===== config.mk =====
export PLATFORM = sky130hd
export DESIGN_NAME = ctrl_word_pipe
export DESIGN_NICKNAME = d
export VERILOG_FILES = /design/src/rtl/ctrl_word_pipe_pkg.sv /design/src/rtl/ctrl_word_pipe_stage.sv /design/src/rtl/ctrl_word_pipe.sv
export SDC_FILE = /design/constraint.sdc
export NUM_CORES = 1
export LEC_CHECK = 0
export BUFFER_PORTS_ARGS = -buffer_cell sky130_fd_sc_hd__buf_2
export CAP_MARGIN = 0
export CELL_PAD_IN_SITES_DETAIL_PLACEMENT = 0
export CELL_PAD_IN_SITES_GLOBAL_PLACEMENT = 1
export CORE_MARGIN = 4
export CORE_UTILIZATION = 36
export CTS_BUF_LIST = sky130_fd_sc_hd__clkbuf_8
export CTS_CLUSTER_SIZE = 14
export DETAILED_ROUTE_END_ITERATION = 7
export GPL_ROUTABILITY_DRIVEN = 1
export PLACE_DENSITY_LB_ADDON = 0.25
export SYNTH_ARGS = -nofsm -noshare
export SYNTH_HDL_FRONTEND = slang
export SYNTH_SLANG_ARGS = --single-unit
export TNS_END_PERCENT = 5

===== constraint.sdc =====
create_clock -name clk -period 2.8 [get_ports clk]
set_clock_uncertainty 0.1 [all_clocks]
set_input_delay 0.56 -clock clk [delete_from_list [all_inputs] [get_ports clk]]
set_output_delay 0.56 -clock clk [all_outputs]
set_load 0.005 [all_outputs]

===== src/rtl/ctrl_word_pipe_pkg.sv =====
// Control-word layout shared by the microstore, the control-word pipe and the datapath.
// Field positions are fixed by the microcode format; consumers slice through ctrl_fields_t.
package ctrl_pkg;

    localparam int CW_W = 44;
    localparam int ST_W = 7;

    localparam logic [CW_W-1:0] NOP_WORD    = '0;
    localparam logic [ST_W-1:0] RESET_STATE = '0;

    localparam int IRLD_BIT  = 43;
    localparam int PCLD_BIT  = 42;
    localparam int NPCLD_BIT = 41;
    localparam int RFLD_BIT  = 40;
    localparam int MA_BIT    = 39;
    localparam int MB_MSB    = 38;
    localparam int MB_LSB    = 37;
    localparam int OPC_MSB   = 26;
    localparam int OPC_LSB   = 21;
    localparam int OP_MSB    = 17;
    localparam int OP_LSB    = 14;
    localparam int CR_MSB    = 13;
    localparam int CR_LSB    = 7;
    localparam int S_MSB     = 4;
    localparam int S_LSB     = 3;
    localparam int N_MSB     = 2;
    localparam int N_LSB     = 0;

    // Unnamed gaps in the format are kept as reserved fields so the struct stays CW_W wide.
    typedef struct packed {
        logic       irld;      // 43
        logic       pcld;      // 42
        logic       npcld;     // 41
        logic       rfld;      // 40
        logic       ma;        // 39
        logic [1:0] mb;        // 38:37
        logic [9:0] rsvd_hi;   // 36:27
        logic [5:0] opc;       // 26:21
        logic [2:0] rsvd_mid;  // 20:18
        logic [3:0] op;        // 17:14
        logic [6:0] cr;        // 13:7
        logic [1:0] rsvd_lo;   // 6:5
        logic [1:0] s;         // 4:3
        logic [2:0] n;         // 2:0
    } ctrl_fields_t;

endpackage


===== src/rtl/ctrl_word_pipe_stage.sv =====
// One control-word register stage: clear to NOP, hold, or load; one cycle.
// Backpressure: hold freezes the stage; clear wins over hold.
module ctrl_stage #(
    parameter int                CW_W        = ctrl_pkg::CW_W,
    parameter int                ST_W        = ctrl_pkg::ST_W,
    parameter logic [CW_W-1:0]   NOP_WORD    = ctrl_pkg::NOP_WORD,
    parameter logic [ST_W-1:0]   RESET_STATE = ctrl_pkg::RESET_STATE
) (
    input  logic            clk,
    input  logic            reset,
    input  logic            clear,
    input  logic            hold,
    input  logic [CW_W-1:0] d_cw,
    input  logic [ST_W-1:0] d_state,
    input  logic            d_valid,
    output logic [CW_W-1:0] q_cw,
    output logic [ST_W-1:0] q_state,
    output logic            q_valid
);

    always_ff @(posedge clk) begin
        if (reset || clear) begin
            q_cw    <= NOP_WORD;
            q_state <= RESET_STATE;
            q_valid <= 1'b0;
        end else if (!hold) begin
            q_cw    <= d_cw;
            q_state <= d_state;
            q_valid <= d_valid;
        end
    end

endmodule


===== src/rtl/ctrl_word_pipe.sv =====
// DEPTH-stage registered control word with flush-to-NOP, stall hold and a dwell/timeout watchdog.
// Latency DEPTH advancing edges; stall freezes every stage and the producer must hold its input.
module ctrl_word_pipe #(
    parameter int                CW_W        = ctrl_pkg::CW_W,
    parameter int                ST_W        = ctrl_pkg::ST_W,
    parameter int                DEPTH       = 1,
    parameter logic [CW_W-1:0]   NOP_WORD    = ctrl_pkg::NOP_WORD,
    parameter logic [ST_W-1:0]   RESET_STATE = ctrl_pkg::RESET_STATE,
    parameter int                CNT_W       = 8,
    parameter int                TIMEOUT     = 200
) (
    input  logic             clk,
    input  logic             reset,
    input  logic [CW_W-1:0]  cw_in,
    input  logic [ST_W-1:0]  state_in,
    input  logic             valid_in,
    input  logic             stall,
    input  logic             flush,
    output logic [CW_W-1:0]  cw_out,
    output logic [ST_W-1:0]  state_out,
    output logic             valid_out,
    output logic [CNT_W-1:0] dwell,
    output logic             timeout
);

    if (DEPTH < 1) begin : g_bad_depth
        $error("ctrl_word_pipe: DEPTH must be at least 1");
    end
    if (TIMEOUT < 1 || TIMEOUT > (2**CNT_W) - 1) begin : g_bad_timeout
        $error("ctrl_word_pipe: TIMEOUT must lie in 1 .. 2^CNT_W-1");
    end

    localparam logic [CNT_W-1:0] DWELL_MAX = '1;
    localparam logic [CNT_W-1:0] TIMEOUT_C = CNT_W'(TIMEOUT);

    logic [CW_W-1:0] stg_cw    [DEPTH];
    logic [ST_W-1:0] stg_state [DEPTH];
    logic            stg_valid [DEPTH];

    for (genvar k = 0; k < DEPTH; k++) begin : g_stage
        logic [CW_W-1:0] d_cw;
        logic [ST_W-1:0] d_state;
        logic            d_valid;

        if (k == 0) begin : g_head
            // Substituting NOP here keeps an undriven cw_in out of the pipe on bubbles.
            assign d_cw    = valid_in ? cw_in : NOP_WORD;
            assign d_state = state_in;
            assign d_valid = valid_in;
        end else begin : g_body
            assign d_cw    = stg_cw[k-1];
            assign d_state = stg_state[k-1];
            assign d_valid = stg_valid[k-1];
        end

        ctrl_stage #(
            .CW_W        (CW_W),
            .ST_W        (ST_W),
            .NOP_WORD    (NOP_WORD),
            .RESET_STATE (RESET_STATE)
        ) u_stage (
            .clk     (clk),
            .reset   (reset),
            .clear   (flush),
            .hold    (stall),
            .d_cw    (d_cw),
            .d_state (d_state),
            .d_valid (d_valid),
            .q_cw    (stg_cw[k]),
            .q_state (stg_state[k]),
            .q_valid (stg_valid[k])
        );
    end

    assign cw_out    = stg_cw[DEPTH-1];
    assign state_out = stg_state[DEPTH-1];
    assign valid_out = stg_valid[DEPTH-1];

    // Counts only while a real word is parked at the output; saturates instead of wrapping.
    always_ff @(posedge clk) begin
        if (reset || flush) begin
            dwell <= '0;
        end else if (stall && valid_out) begin
            if (dwell != DWELL_MAX) begin
                dwell <= dwell + 1'b1;
            end
        end else begin
            dwell <= '0;
        end
    end

    assign timeout = (dwell >= TIMEOUT_C);

endmodule

== Yosys cells after proc, flatten, opt, wreduce, memory -nomap -nowiden ==
Index checks and enable logic that the tools add are counted.

* Bits in registers: 60
* Bits of input ports: 56
* Output and inout bits: 61
* Word-level logic and storage cells: 12

* $add $sub $neg: 1
* Order comparisons: 1
* Eq/ne operators: 1
* Multiplexer cells: 1
* Bitwise gates (word level): 1
* Reductions and logical operators: 3

{| class="wikitable"
|+ Operator list
! cell !! number
|-
| 2-to-1 mux 44 bit || 1
|-
| adder 8 x 1 -> 8 bit, second input constant || 1
|-
| >= comparator 8 bit, second input constant || 1
|-
| != test 8 bit, second input constant || 1
|-
| OR reduction 2 bit || 1
|-
| logical AND 1 bit || 1
|-
| logical OR 1 bit || 1
|-
| inverter 1 bit || 1
|}

== Longest topological paths before layout ==
Gate-level depths: netlist of the first run.

* Word-level depth: 3
* Depth in mapped cells: 5

== By module ==
A second synthesis of the first run with hierarchy kept.

* Cell total of the unflattened synthesis: 264
* Area total of the unflattened synthesis: 2612.5 um2

{| class="wikitable"
|+ Modules (own cells, without submodules)
! module !! instances !! cells an instance !! area an instance (um2) !! sequential area each (um2)
|-
| ctrl_stage || 1 || 169 || 1913.1 || 1041.0
|-
| ctrl_word_pipe || 1 || 95 || 699.4 || 160.2
|}

== Least setup slack after synthesis of the first run ==
Ideal clock, no wire load.

* Path kind: input-to-reg
* Start: input flush
* End: register g_stage[0].u_stage.q_cw[0]
* Setup time: 0.059 ns
* Data arrival time: 1.571 ns
* Data required time: 2.641 ns
* Path slack: 1.070 ns
* Stages on the path: 5
* Path buffers: 2
* Path through: or2_1 -> buf_6 -> nor3b_4 -> buf_6 -> a22o_1

* Word-level cells in the longest chain between the ends: 1

{| class="wikitable"
|+ Ends and longest elaborated chain
! element !! line !! text
|-
| start, declared || ctrl_word_pipe.sv:18 || <nowiki>input logic flush,</nowiki>
|-
| logical OR 1 bit || ctrl_word_pipe_stage.sv:22 || <nowiki>if (reset || clear) begin</nowiki>
|-
| end signal, assigned || ctrl_word_pipe_stage.sv:27 || <nowiki>q_cw <= d_cw;</nowiki>
|-
| end, declared || ctrl_word_pipe_stage.sv:16 || <nowiki>output logic [CW_W-1:0] q_cw,</nowiki>
|}

No other way between the ends.
A chain may end at the register's enable or synchronous reset.

== Worst setup path after layout of the first run ==
* Start: register dwell[3]
* End: output timeout

* Word-level cells in the longest chain between the ends: 1

{| class="wikitable"
|+ Ends and longest elaborated chain
! element !! line !! text
|-
| start, declared || ctrl_word_pipe.sv:22 || <nowiki>output logic [CNT_W-1:0] dwell,</nowiki>
|-
| start signal, assigned || ctrl_word_pipe.sv:85 || <nowiki>dwell <= dwell + 1'b1;</nowiki>
|-
| >= comparator 8 bit || ctrl_word_pipe.sv:92 || <nowiki>assign timeout = (dwell >= TIMEOUT_C);</nowiki>
|-
| end, declared || ctrl_word_pipe.sv:23 || <nowiki>output logic timeout</nowiki>
|}

No other way between the ends.

==> PnR_summary.wiki, run 1 <==
{| class="wikitable"
! Metric !! Value
|-
| Post-Route Hold Slack || 0.344 ns
|-
| Status || finished clean
|-
| Slew @ Worst Pin || 0.596 ns
|-
| Total of cells resized after clock tree synthesis || 0
|-
| TritonCTS clock tree || built
|-
| Data arrival at the endpoint of the critical path || 1.23 ns
|-
| Total clock buffers created by CTS || 9
|-
| Multi-input gate area in the final layout || 761 sq um
|-
| Pin count of the biggest net entering global routing || 46
|-
| Number of standard cells in the layout, taps in and fillers out || 370
|-
| Detail-routed via count per cell || 4.91
|-
| Final clock period utilization by the worst path || 67.4%
|-
| Maximum vdd ir drop || 0.359 mV
|-
| First-pass iteration count of the detailed router || 4
|-
| Power density over the cells || 654 nW/um^2
|-
| Routability congestion estimate || 0.731
|-
| Synth cell types || 26
|-
| Worst-case clock buffer depth || 2
|-
| Number of cell rows || 27
|-
| Count of antenna-violating nets left after detailed routing || 0
|-
| Tightest slew margin relative to the limit || 60.3%
|-
| Top library cells by usage in the layout, fill and taps aside || 116 x sky130_fd_sc_hd__buf_2, 60 x sky130_fd_sc_hd__dfxtp_1, 44 x sky130_fd_sc_hd__a22o_1
|-
| Count of hold-fix buffers inserted at cts || 0
|-
| Via count of the first global-routing pass || 1,758
|-
| Total detailed-routing wirelength || 5.20 mm
|-
| RSZ-0062 raised after global routing || no
|-
| Count of boundary I/O pins || 117
|-
| Pleak || 1.47 nW
|-
| Shortest period the worst path allows || 1.89 ns
|-
| Clock network latency to the later pin of the worst-skew pair || 0.32 ns
|-
| Setup Total Neg Slack || 0 ns
|-
| Clock input transition at the sequential cells of the worst setup and hold paths || 0.07 ns
|-
| Area after DPL || 2670 sq um
|-
| WS Path Type || reg -> out
|-
| Initial antenna violation count || 0
|-
| Placed cells || 355
|-
| Yosys top cell by area || sky130_fd_sc_hd__dfxtp_1
|-
| Total via count after detailed routing || 1,818
|-
| Net Count, Synth || 235
|-
| Area grow syn2layout || 40.8%
|-
| Overall Power || 1.90 mW
|-
| Maximum fanout along the worst path || 11
|-
| Library cell used as clock root buffer || sky130_fd_sc_hd__clkbuf_8
|-
| GRT Residual Overflow || 0
|-
| Fin area || 2900 sq um
|-
| Yosys reg bits || 60
|-
| Count of fill cells added during filler insertion || 520
|-
| Die Outline Area || 7000 sq um
|-
| Path class of the lowest-slack min-delay path || in -> reg
|-
| Area of the core || 5540 sq um
|-
| Post-CTS Setup Inserts || 0
|-
| Crit path required time || 2.14 ns
|-
| Kind of start point of the critical path || flip-flop
|-
| Largest cells by area after synthesis || sky130_fd_sc_hd__dfxtp_1 58%, sky130_fd_sc_hd__a22o_1 19%, sky130_fd_sc_hd__mux2i_1 3.4%
|-
| Port Buffers || 116
|-
| Fraction of layout cells with a size suffix above 1 || 45.3%
|-
| Category of the worst setup path capture point || output port
|-
| Initial core utilization || 37.2%
|-
| Height of the die || 83.7 um
|-
| Mean post-synth cell area || 11.6 sq um
|-
| Reported max-cap violation count || 0
|-
| Peak clock frequency supported by timing || 530 MHz
|-
| Synthesized instance count || 177
|-
| Total routing resource utilization after global routing || 15.3%
|-
| Setup violations, final || 0
|-
| DRC violation count after routing || 0
|-
| Leading cell type in the layout, fill and taps excluded || sky130_fd_sc_hd__buf_2
|-
| Detail-routed net length per standard cell || 14.1 um
|-
| Post-synthesis cell area || 2060 sq um
|-
| Combined flip-flop and latch cell area || 1200 sq um
|-
| Total number of H-tree levels || 3
|-
| Total of warnings raised by yosys || 0
|-
| Horizontal die dimension || 83.7 um
|-
| Half-perimeter wire length after placement || 3.67 mm
|-
| Number of clock sinks seen by CTS || 60
|-
| Number of endpoints with negative hold slack in the final report || 0
|-
| Max-slew violations || 0
|-
| First-pass GRT wire length || 8.70 mm
|-
| Area fraction of the dominant cell type after synthesis || 58.3%
|-
| Antenna Diode Count || 0
|-
| Fraction of the yosys area taken by sequential cells || 58.3%
|-
| Number of nets at the end of the flow || 352
|-
| Iteration-0 DRC count of the detailed router || 87
|}
[routing by layer]
| metal | wire length, um | GRT usage [%] | vias to the layer above |
|---|---|---|---|
| li1 | - | - | 905 |
| met1 | 2460 | 20.7 | 821 |
| met2 | 2210 | 22.0 | 82 |
| met3 | 440 | 5.03 | 10 |
| met4 | 94 | 7.02 | 0 |
| met5 | 0 | 0 | - |
[worst max-delay path, stage by stage (launching register included)]
cell and delay (ns):
sky130_fd_sc_hd__dfxtp_1 0.40, sky130_fd_sc_hd__o311a_1 0.38, sky130_fd_sc_hd__buf_2 0.13
[registers in the layout (all words and copies together), names as in the netlist]
signal / count
g_stage.u_stage.q_cw: 44
g_stage.u_stage.q_state: 7
g_stage.u_stage.q_valid: 1
dwell: 8
[metrics by stage]
| step | util [%] | setup WS (ns) |
|---|---|---|
| 2_1_floorplan | - | 1.07 |
| 3_3_place_gp | 48.1 | 0.756 |
| 3_5_place_dp | 48.1 | 0.747 |
| 4_1_cts | 52.4 | 0.888 |
| 5_1_grt | 52.4 | 0.834 |
| 6_report | 52.4 | 0.913 |
[kinds of logic after synthesis]
logic type / synth area share, %
flops: 58.3
compound gates: 22.9
simple gates: 9.35
buf+inv: 4.85
mux: 3.40
fa+ha+maj: 1.21
[final cells by class]
class | instances | share of cell area [%]
sequential | 60 | 41.4
timing repair buffer | 119 | 20.8
tap | 72 | 3.10
clock inverter | 5 | 3.45
multi-input combinational | 101 | 26.2
clock buffer | 10 | 4.74
inverter | 3 | 0.388
[final timing paths]
path | startpoint | to | slack, ns | cells past startpoint
worst max-delay path | dwell[3] | timeout | 0.91 | 2
worst min-delay path | cw_in[37] | g_stage[0].u_stage.q_cw[37] | 0.34 | 2
worst max register to register | dwell[0] | dwell[3] | 1.26 | 4
worst min register to register | g_stage[0].u_stage.q_cw[36] | g_stage[0].u_stage.q_cw[36] | 0.37 | 1
[synthesized netlist by cell type]
cell and instances:
sky130_fd_sc_hd__dfxtp_1 60, sky130_fd_sc_hd__a22o_1 44, sky130_fd_sc_hd__nor2_1 10, sky130_fd_sc_hd__nor3_1 8, sky130_fd_sc_hd__mux2i_1 7, sky130_fd_sc_hd__clkbuf_1 6, sky130_fd_sc_hd__a21oi_1 5, sky130_fd_sc_hd__buf_6 5
sky130_fd_sc_hd__nand3_1 5, sky130_fd_sc_hd__a211oi_1 3, sky130_fd_sc_hd__and3_1 3, sky130_fd_sc_hd__inv_1 3, sky130_fd_sc_hd__and4_1 2, sky130_fd_sc_hd__buf_2 2, sky130_fd_sc_hd__ha_1 2, sky130_fd_sc_hd__nand4_1 2
sky130_fd_sc_hd__a31oi_1 1, sky130_fd_sc_hd__a41oi_1 1, sky130_fd_sc_hd__and2_1 1, sky130_fd_sc_hd__nand2_1 1, sky130_fd_sc_hd__nand2b_1 1, sky130_fd_sc_hd__nor3b_4 1, sky130_fd_sc_hd__o211a_1 1, sky130_fd_sc_hd__o21ai_0 1
sky130_fd_sc_hd__o311a_1 1, sky130_fd_sc_hd__or2_1 1
[power breakdown]
group	switching [mW]	total, mW	internal (mW)
Clock	0.315	0.922	0.607
Combinational	0.0428	0.0971	0.0543
Sequential	0.00821	0.879	0.870
Power figures use the tool's default switching activity.
==> run 2, diff against run 1 <==
Settings changed: CORE_UTILIZATION 36 to 33.
Clock period 2.8 ns to 1.9 ns, I/O delays scaled along.
==> run 2 against run 1 <==
Register-to-register slack lost 0.86 ns. Via count decreased by 1.4%. Final area shrank 0.99%. Non-clock buffer count did not move. Combinational power grew 49%. Critical path type unchanged. Sequential cell count unchanged. Clock power is 18% higher. Critical endpoint unchanged. Critical path depth unchanged. Clock-buffer cell count down 1.
==> PnR_summary.wiki, run 2 (synthesis gave the netlist of run 1 again) <==
{| class="wikitable"
! Metric !! Value
|-
| Status || finished clean
|-
| Category of the worst setup path capture point || output port
|-
| Path class of the lowest-slack min-delay path || in -> reg
|-
| Height of the die || 87.0 um (+4.0%)
|-
| First-pass GRT wire length || 8.31 mm (-4.5%)
|-
| Number of endpoints with negative hold slack in the final report || 0 (unchanged)
|-
| Power density over the cells || 880 nW/um^2 (+35%)
|-
| Clock input transition at the sequential cells of the worst setup and hold paths || 0.07 ns (about the same)
|-
| Routability congestion estimate || 0.782 (+7.1%)
|-
| Sequence of cells on the critical path || o311a_1 -> buf_2
|-
| Largest register by flop count || g_stage.u_stage.q_cw
|-
| Max-slew violations || 0 (unchanged)
|-
| Clock network latency to the later pin of the worst-skew pair || 0.33 ns (about the same)
|-
| Antenna Diode Count || 0 (unchanged)
|-
| Top library cells by usage in the layout, fill and taps aside || 116 x sky130_fd_sc_hd__buf_2, 60 x sky130_fd_sc_hd__dfxtp_1, 44 x sky130_fd_sc_hd__a22o_1
|-
| Setup violations, final || 0 (unchanged)
|-
| Half-perimeter wire length after placement || 3.68 mm (+0.33%)
|-
| Area after DPL || 2680 sq um (+0.61%)
|-
| Place WS || 0.289 ns (-0.459 ns)
|-
| Iteration-0 DRC count of the detailed router || 53 (-39%)
|-
| Pin count of the biggest net entering global routing || 46 (unchanged)
|-
| Setup slack of the critical path after layout || 0.170 ns (-0.742 ns)
|-
| Total via count after detailed routing || 1,792 (-1.4%)
|-
| Total stage count of the critical path || 2 (unchanged)
|-
| Crit path required time || 1.42 ns (-0.72 ns)
|-
| Die Outline Area || 7580 sq um (+8.2%)
|-
| Reg2reg start || dwell[1]
|-
| First-pass iteration count of the detailed router || 4 (unchanged)
|-
| Slew @ Worst Pin || 0.456 ns (-0.140 ns)
|-
| Count of boundary I/O pins || 117 (unchanged)
|-
| DRC violation count after routing || 0 (unchanged)
|-
| Top Usage Layer GRT || met2
|-
| R2r worst-path depth || 4 (unchanged)
|-
| Flop-to-flop setup slack || 0.40 ns (-0.86 ns)
|-
| Total number of H-tree levels || 3 (unchanged)
|-
| Crit path buf inv count || 1 (unchanged)
|-
| Total of cells resized after clock tree synthesis || 0 (unchanged)
|-
| RSZ-0062 raised after global routing || no
|-
| Min-delay src || cw_in[40]
|-
| Total detailed-routing wirelength || 5.21 mm (+0.15%)
|-
| Fraction of layout cells with a size suffix above 1 || 45.2% (-0.15 points)
|-
| Number of nets at the end of the flow || 352 (unchanged)
|-
| Detail-routed net length per standard cell || 13.9 um (-0.92%)
|-
| Port Buffers || 116 (unchanged)
|-
| Worst-case clock buffer depth || 2 (unchanged)
|-
| Area of the core || 5990 sq um (+8.1%)
|-
| Number of flip-flops in the largest register || 44 (unchanged)
|-
| Slowest Stage Delay on Critical Path || 0.41 ns (about the same)
|-
| Biggest regs || g_stage.u_stage.q_cw: 44 flops, dwell: 8 flops, g_stage.u_stage.q_state: 7 flops
|-
| Met1 capacity usage during global routing || 16.5% (-4.2 points)
|-
| Count of antenna-violating nets left after detailed routing || 0 (unchanged)
|-
| Met3 capacity usage during global routing || 6.91% (+1.9 points)
|-
| Initial antenna violation count || 0 (unchanged)
|-
| Total routing resource utilization after global routing || 14.1% (-1.2 points)
|-
| Maximum fanout along the worst path || 11 (unchanged)
|-
| Leading cell type in the layout, fill and taps excluded || sky130_fd_sc_hd__buf_2
|-
| Detail-routed via count per cell || 4.79 (-2.5%)
|-
| Count of fill cells added during filler insertion || 579 (+11%)
|-
| Maximum vdd ir drop || 0.462 mV (+28%)
|-
| Area grow syn2layout || 39.4%
|-
| Post-CTS Setup Inserts || 0 (unchanged)
|-
| Horizontal die dimension || 87.0 um (+4.0%)
|-
| Count of hold-fix buffers inserted at cts || 0 (unchanged)
|-
| Peak clock frequency supported by timing || 578 MHz
|-
| Data arrival at the endpoint of the critical path || 1.25 ns (+0.02 ns)
|-
| Number of cell rows || 28 (+3.7%)
|-
| Total clock buffers created by CTS || 9 (unchanged)
|-
| Shortest period the worst path allows || 1.73 ns
|-
| Library cell used as clock root buffer || sky130_fd_sc_hd__clkbuf_8
|-
| Via count of the first global-routing pass || 1,757 (-0.057%)
|-
| Hold depth || 2 (unchanged)
|-
| WS Path Type || reg -> out
|-
| Initial core utilization || 34.4% (-2.8 points)
|-
| Hold Crit Endpoint || g_stage[0].u_stage.q_cw[40]
|-
| Pleak || 1.44 nW (-2.1%)
|-
| Setup Total Neg Slack || 0 ns (unchanged)
|-
| Reported max-cap violation count || 0 (unchanged)
|-
| GRT Residual Overflow || 0 (unchanged)
|-
| Global routing usage on met2 || 22.2% (+0.17 points)
|-
| Slowest cell on the critical path || sky130_fd_sc_hd__dfxtp_1
|-
| Capturing point of the worst reg2reg path || dwell[3]
|-
| Kind of start point of the critical path || flip-flop
|-
| Final clock period utilization by the worst path || 91.0%
|-
| Number of clock sinks seen by CTS || 60 (unchanged)
|-
| Worst path top cell family by delay || flip-flops
|-
| Tightest slew margin relative to the limit || 69.6% (+9.3 points)
|-
| Fin area || 2880 sq um (-0.99%)
|-
| TritonCTS clock tree || built
|}
-- run 2: how the worst max path moves through the flow --
stage,startpoint,end,slack (ns)
detailed placement,stall,g_stage[0].u_stage.q_cw[4],0.29
CTS,dwell[3],timeout,0.15
global placement,stall,g_stage[0].u_stage.q_cw[22],0.30
floorplan,flush,g_stage[0].u_stage.q_cw[0],0.35
global route,dwell[3],timeout,0.11
finish,dwell[3],timeout,0.17
-- run 2: final cells by class --
cell class / instances / area [sq um] / share of cell area [%]
clock buffer: 9 / 124 / 4.31
timing repair buffer: 119 / 616 / 21.4
multi-input combinational: 101 / 761 / 26.5
clock inverter: 7 / 68.8 / 2.39
inverter: 3 / 11.3 / 0.392
sequential: 60 / 1200 / 41.8
tap: 75 / 93.8 / 3.26
-- run 2: power breakdown --
group          internal (mW)  total (mW)  switching [mW]  leakage, nW
Sequential              1.28        1.29          0.0121        0.486
Combinational         0.0819       0.145          0.0633        0.864
Clock                  0.597        1.09           0.493       0.0887
-- run 2: worst register-to-register path: stages (launching register included) --
cell and delay [ns]:
sky130_fd_sc_hd__dfxtp_1 0.42, sky130_fd_sc_hd__ha_1 0.33, sky130_fd_sc_hd__nand4_1 0.18, sky130_fd_sc_hd__o211a_1 0.26
sky130_fd_sc_hd__nor3_1 0.14
-- run 2: layer usage --
metal / vias to the layer above / share of wire [%] / wire [um]
li1: 900 / - / -
met1: 811 / 42 / 2200
met2: 72 / 46 / 2420
met3: 9 / 9.7 / 504
met4: 0 / 1.6 / 85
met5: - / 0 / 0
-- run 2: stage by stage --
step | total power, mW | std cells | hold slack [ns] | utilization, %
2_1_floorplan | 1.38 | 177 | 0.374 | -
5_1_grt | 2.65 | 374 | 0.131 | 48.0
3_5_place_dp | 1.47 | 358 | 0.358 | 44.8
4_1_cts | 2.57 | 374 | 0.135 | 48.0
3_3_place_gp | 1.47 | 358 | 0.358 | 44.8
6_report | 2.53 | 374 | 0.158 | 48.0
==> run 3, diff against run 2 <==
Settings changed: RECOVER_POWER set to 25.
==> run 3 against run 2 <==
Critical path depth unchanged. Combinational power decreased by 3%. Via count increased by 0.89%. Critical endpoint unchanged. Fmax decreased by 0.13%. Power about the same. Largest cell class unchanged. Register-to-register slack about the same. Highest routed layer unchanged. Wire length increased by 0.79%.
==> PnR_summary.wiki, run 3 (synthesis gave the netlist of run 1 again) <==
{| class="wikitable"
! Metric !! Value
|-
| Status || finished clean
|-
| Pin count of the biggest net entering global routing || 46 (unchanged)
|-
| First-pass iteration count of the detailed router || 4 (unchanged)
|-
| Tightest slew margin relative to the limit || 46.9% (-23 points)
|-
| Total number of H-tree levels || 3 (unchanged)
|-
| Shortest period the worst path allows || 1.73 ns (+0.00230 ns)
|-
| Number of cell rows || 28 (unchanged)
|-
| Worst path top cell family by delay || flip-flops
|-
| Overall Power || 2.53 mW (about the same)
|-
| Count of hold-fix buffers inserted at cts || 0 (unchanged)
|-
| Height of the die || 87.0 um (unchanged)
|-
| Fraction of layout cells with a size suffix above 1 || 41.5% (-3.7 points)
|-
| Leading cell type in the layout, fill and taps excluded || sky130_fd_sc_hd__buf_2
|-
| Initial core utilization || 34.4% (unchanged)
|-
| Via count of the first global-routing pass || 1,757 (unchanged)
|-
| Detail-routed net length per standard cell || 14.0 um (+0.79%)
|-
| Largest register by flop count || g_stage.u_stage.q_cw
|-
| Biggest regs || g_stage.u_stage.q_cw: 44 flops, dwell: 8 flops, g_stage.u_stage.q_state: 7 flops
|-
| Slowest Stage Delay on Critical Path || 0.41 ns (about the same)
|-
| Total detailed-routing wirelength || 5.25 mm (+0.79%)
|-
| Clock network latency to the later pin of the worst-skew pair || 0.33 ns (about the same)
|-
| First-pass GRT wire length || 8.31 mm (unchanged)
|-
| Library cell used as clock root buffer || sky130_fd_sc_hd__clkbuf_8
|-
| Die Outline Area || 7580 sq um (unchanged)
|-
| WS Path Type || reg -> out
|-
| Slew @ Worst Pin || 0.796 ns (+0.340 ns)
|-
| TritonCTS clock tree || built
|-
| Post-Route Hold Slack || 0.158 ns (-0.0000690 ns)
|-
| Area of the core || 5990 sq um (unchanged)
|-
| Crit path buf inv count || 1 (unchanged)
|-
| DRC violation count after routing || 0 (unchanged)
|-
| Setup slack of the critical path after layout || 0.168 ns (-0.00230 ns)
|-
| Maximum vdd ir drop || 0.462 mV (about the same)
|-
| Sequence of cells on the critical path || o311a_1 -> buf_2
|-
| Category of the worst setup path capture point || output port
|-
| Slowest cell on the critical path || sky130_fd_sc_hd__dfxtp_1
|-
| Half-perimeter wire length after placement || 3.68 mm (unchanged)
|-
| Count of boundary I/O pins || 117 (unchanged)
|-
| Routability congestion estimate || 0.782 (unchanged)
|-
| Detail-routed via count per cell || 4.83 (+0.89%)
|-
| Count of antenna-violating nets left after detailed routing || 0 (unchanged)
|-
| Path class of the lowest-slack min-delay path || in -> reg
|-
| Placed cells || 358 (unchanged)
|-
| Worst-case clock buffer depth || 2 (unchanged)
|-
| Crit path required time || 1.42 ns (about the same)
|-
| Antenna Diode Count || 0 (unchanged)
|-
| Total via count after detailed routing || 1,808 (+0.89%)
|-
| Area grow syn2layout || 37.9%
|-
| Number of endpoints with negative hold slack in the final report || 0 (unchanged)
|-
| Horizontal die dimension || 87.0 um (unchanged)
|-
| Total routing resource utilization after global routing || 14.1% (unchanged)
|-
| Count of fill cells added during filler insertion || 586 (+1.2%)
|-
| Final clock period utilization by the worst path || 91.2% (+0.12 points)
|-
| Total clock buffers created by CTS || 9 (unchanged)
|-
| Port Buffers || 116 (unchanged)
|-
| Peak clock frequency supported by timing || 577 MHz (-0.13%)
|-
| Max-slew violations || 0 (unchanged)
|-
| Place WS || 0.289 ns (unchanged)
|-
| Total of cells resized after clock tree synthesis || 0 (unchanged)
|-
| Setup Total Neg Slack || 0 ns (unchanged)
|-
| Post-CTS Setup Inserts || 0 (unchanged)
|-
| Number of nets at the end of the flow || 352 (unchanged)
|-
| Top library cells by usage in the layout, fill and taps aside || 107 x sky130_fd_sc_hd__buf_2, 60 x sky130_fd_sc_hd__dfxtp_1, 44 x sky130_fd_sc_hd__a22o_1
|-
| Power density over the cells || 889 nW/um^2 (+1.1%)
|-
| Number of standard cells in the layout, taps in and fillers out || 374 (unchanged)
|-
| RSZ-0062 raised after global routing || no
|-
| GRT Residual Overflow || 0 (unchanged)
|-
| Iteration-0 DRC count of the detailed router || 51 (-3.8%)
|-
| Initial antenna violation count || 0 (unchanged)
|-
| Number of flip-flops in the largest register || 44 (unchanged)
|-
| Reported max-cap violation count || 0 (unchanged)
|-
| Clock input transition at the sequential cells of the worst setup and hold paths || 0.07 ns (about the same)
|-
| Number of clock sinks seen by CTS || 60 (unchanged)
|-
| Setup violations, final || 0 (unchanged)
|-
| Kind of start point of the critical path || flip-flop
|-
| Pleak || 1.39 nW (-3.4%)
|-
| Data arrival at the endpoint of the critical path || 1.25 ns (about the same)
|-
| Maximum fanout along the worst path || 11 (unchanged)
|}
==> run 3: changes by cell type in the layout (fill, tap and decap cells not counted) <==
cell / delta
sky130_fd_sc_hd__buf_4: -1
sky130_fd_sc_hd__clkbuf_1: +11
sky130_fd_sc_hd__or2_1: -1
sky130_fd_sc_hd__or2_0: +1
sky130_fd_sc_hd__buf_2: -9
sky130_fd_sc_hd__buf_12: -1
==> run 3: through the flow <==
| stage | util (%) | instance area, sq um |
|---|---|---|
| floorplan | - | 2060 |
| global placement | 44.8 | 2680 |
| detailed placement | 44.8 | 2680 |
| CTS | 48.0 | 2880 |
| global route | 47.5 | 2840 |
| finish | 47.5 | 2840 |
==> run 3: final timing paths <==
check	cells past startpoint	slack (ns)	endpoint	start
setup / recovery	2	0.17	timeout	dwell[3]
hold reg to reg	1	0.37	g_stage[0].u_stage.q_cw[2]	g_stage[0].u_stage.q_cw[2]
setup reg to reg	4	0.40	dwell[3]	dwell[1]
hold / removal	2	0.16	g_stage[0].u_stage.q_cw[20]	cw_in[20]
==> run 3: routing by layer <==
layer	routed length [um]	GRT usage [%]	vias up	share of wire (%)
met1	2230	16.5	820	42
met5	0	0	-	0
met3	527	6.91	9	10
met4	73	5.38	0	1.4
li1	-	-	899	-
met2	2420	22.2	80	46
==> run 3: power by group <==
group / switching [mW] / total, mW / internal, mW
logic: 0.0632 / 0.141 / 0.0780
clock network: 0.497 / 1.09 / 0.597
registers: 0.0123 / 1.29 / 1.28
==> run 3: layout make-up <==
cell class	count	area (sq um)	area share (%)
clock inverter	7	68.8	2.42
tap	75	93.8	3.30
clock buffer	9	124	4.36
multi-input combinational	101	761	26.7
sequential	60	1200	42.2
timing repair buffer	119	584	20.5
inverter	3	11.3	0.396
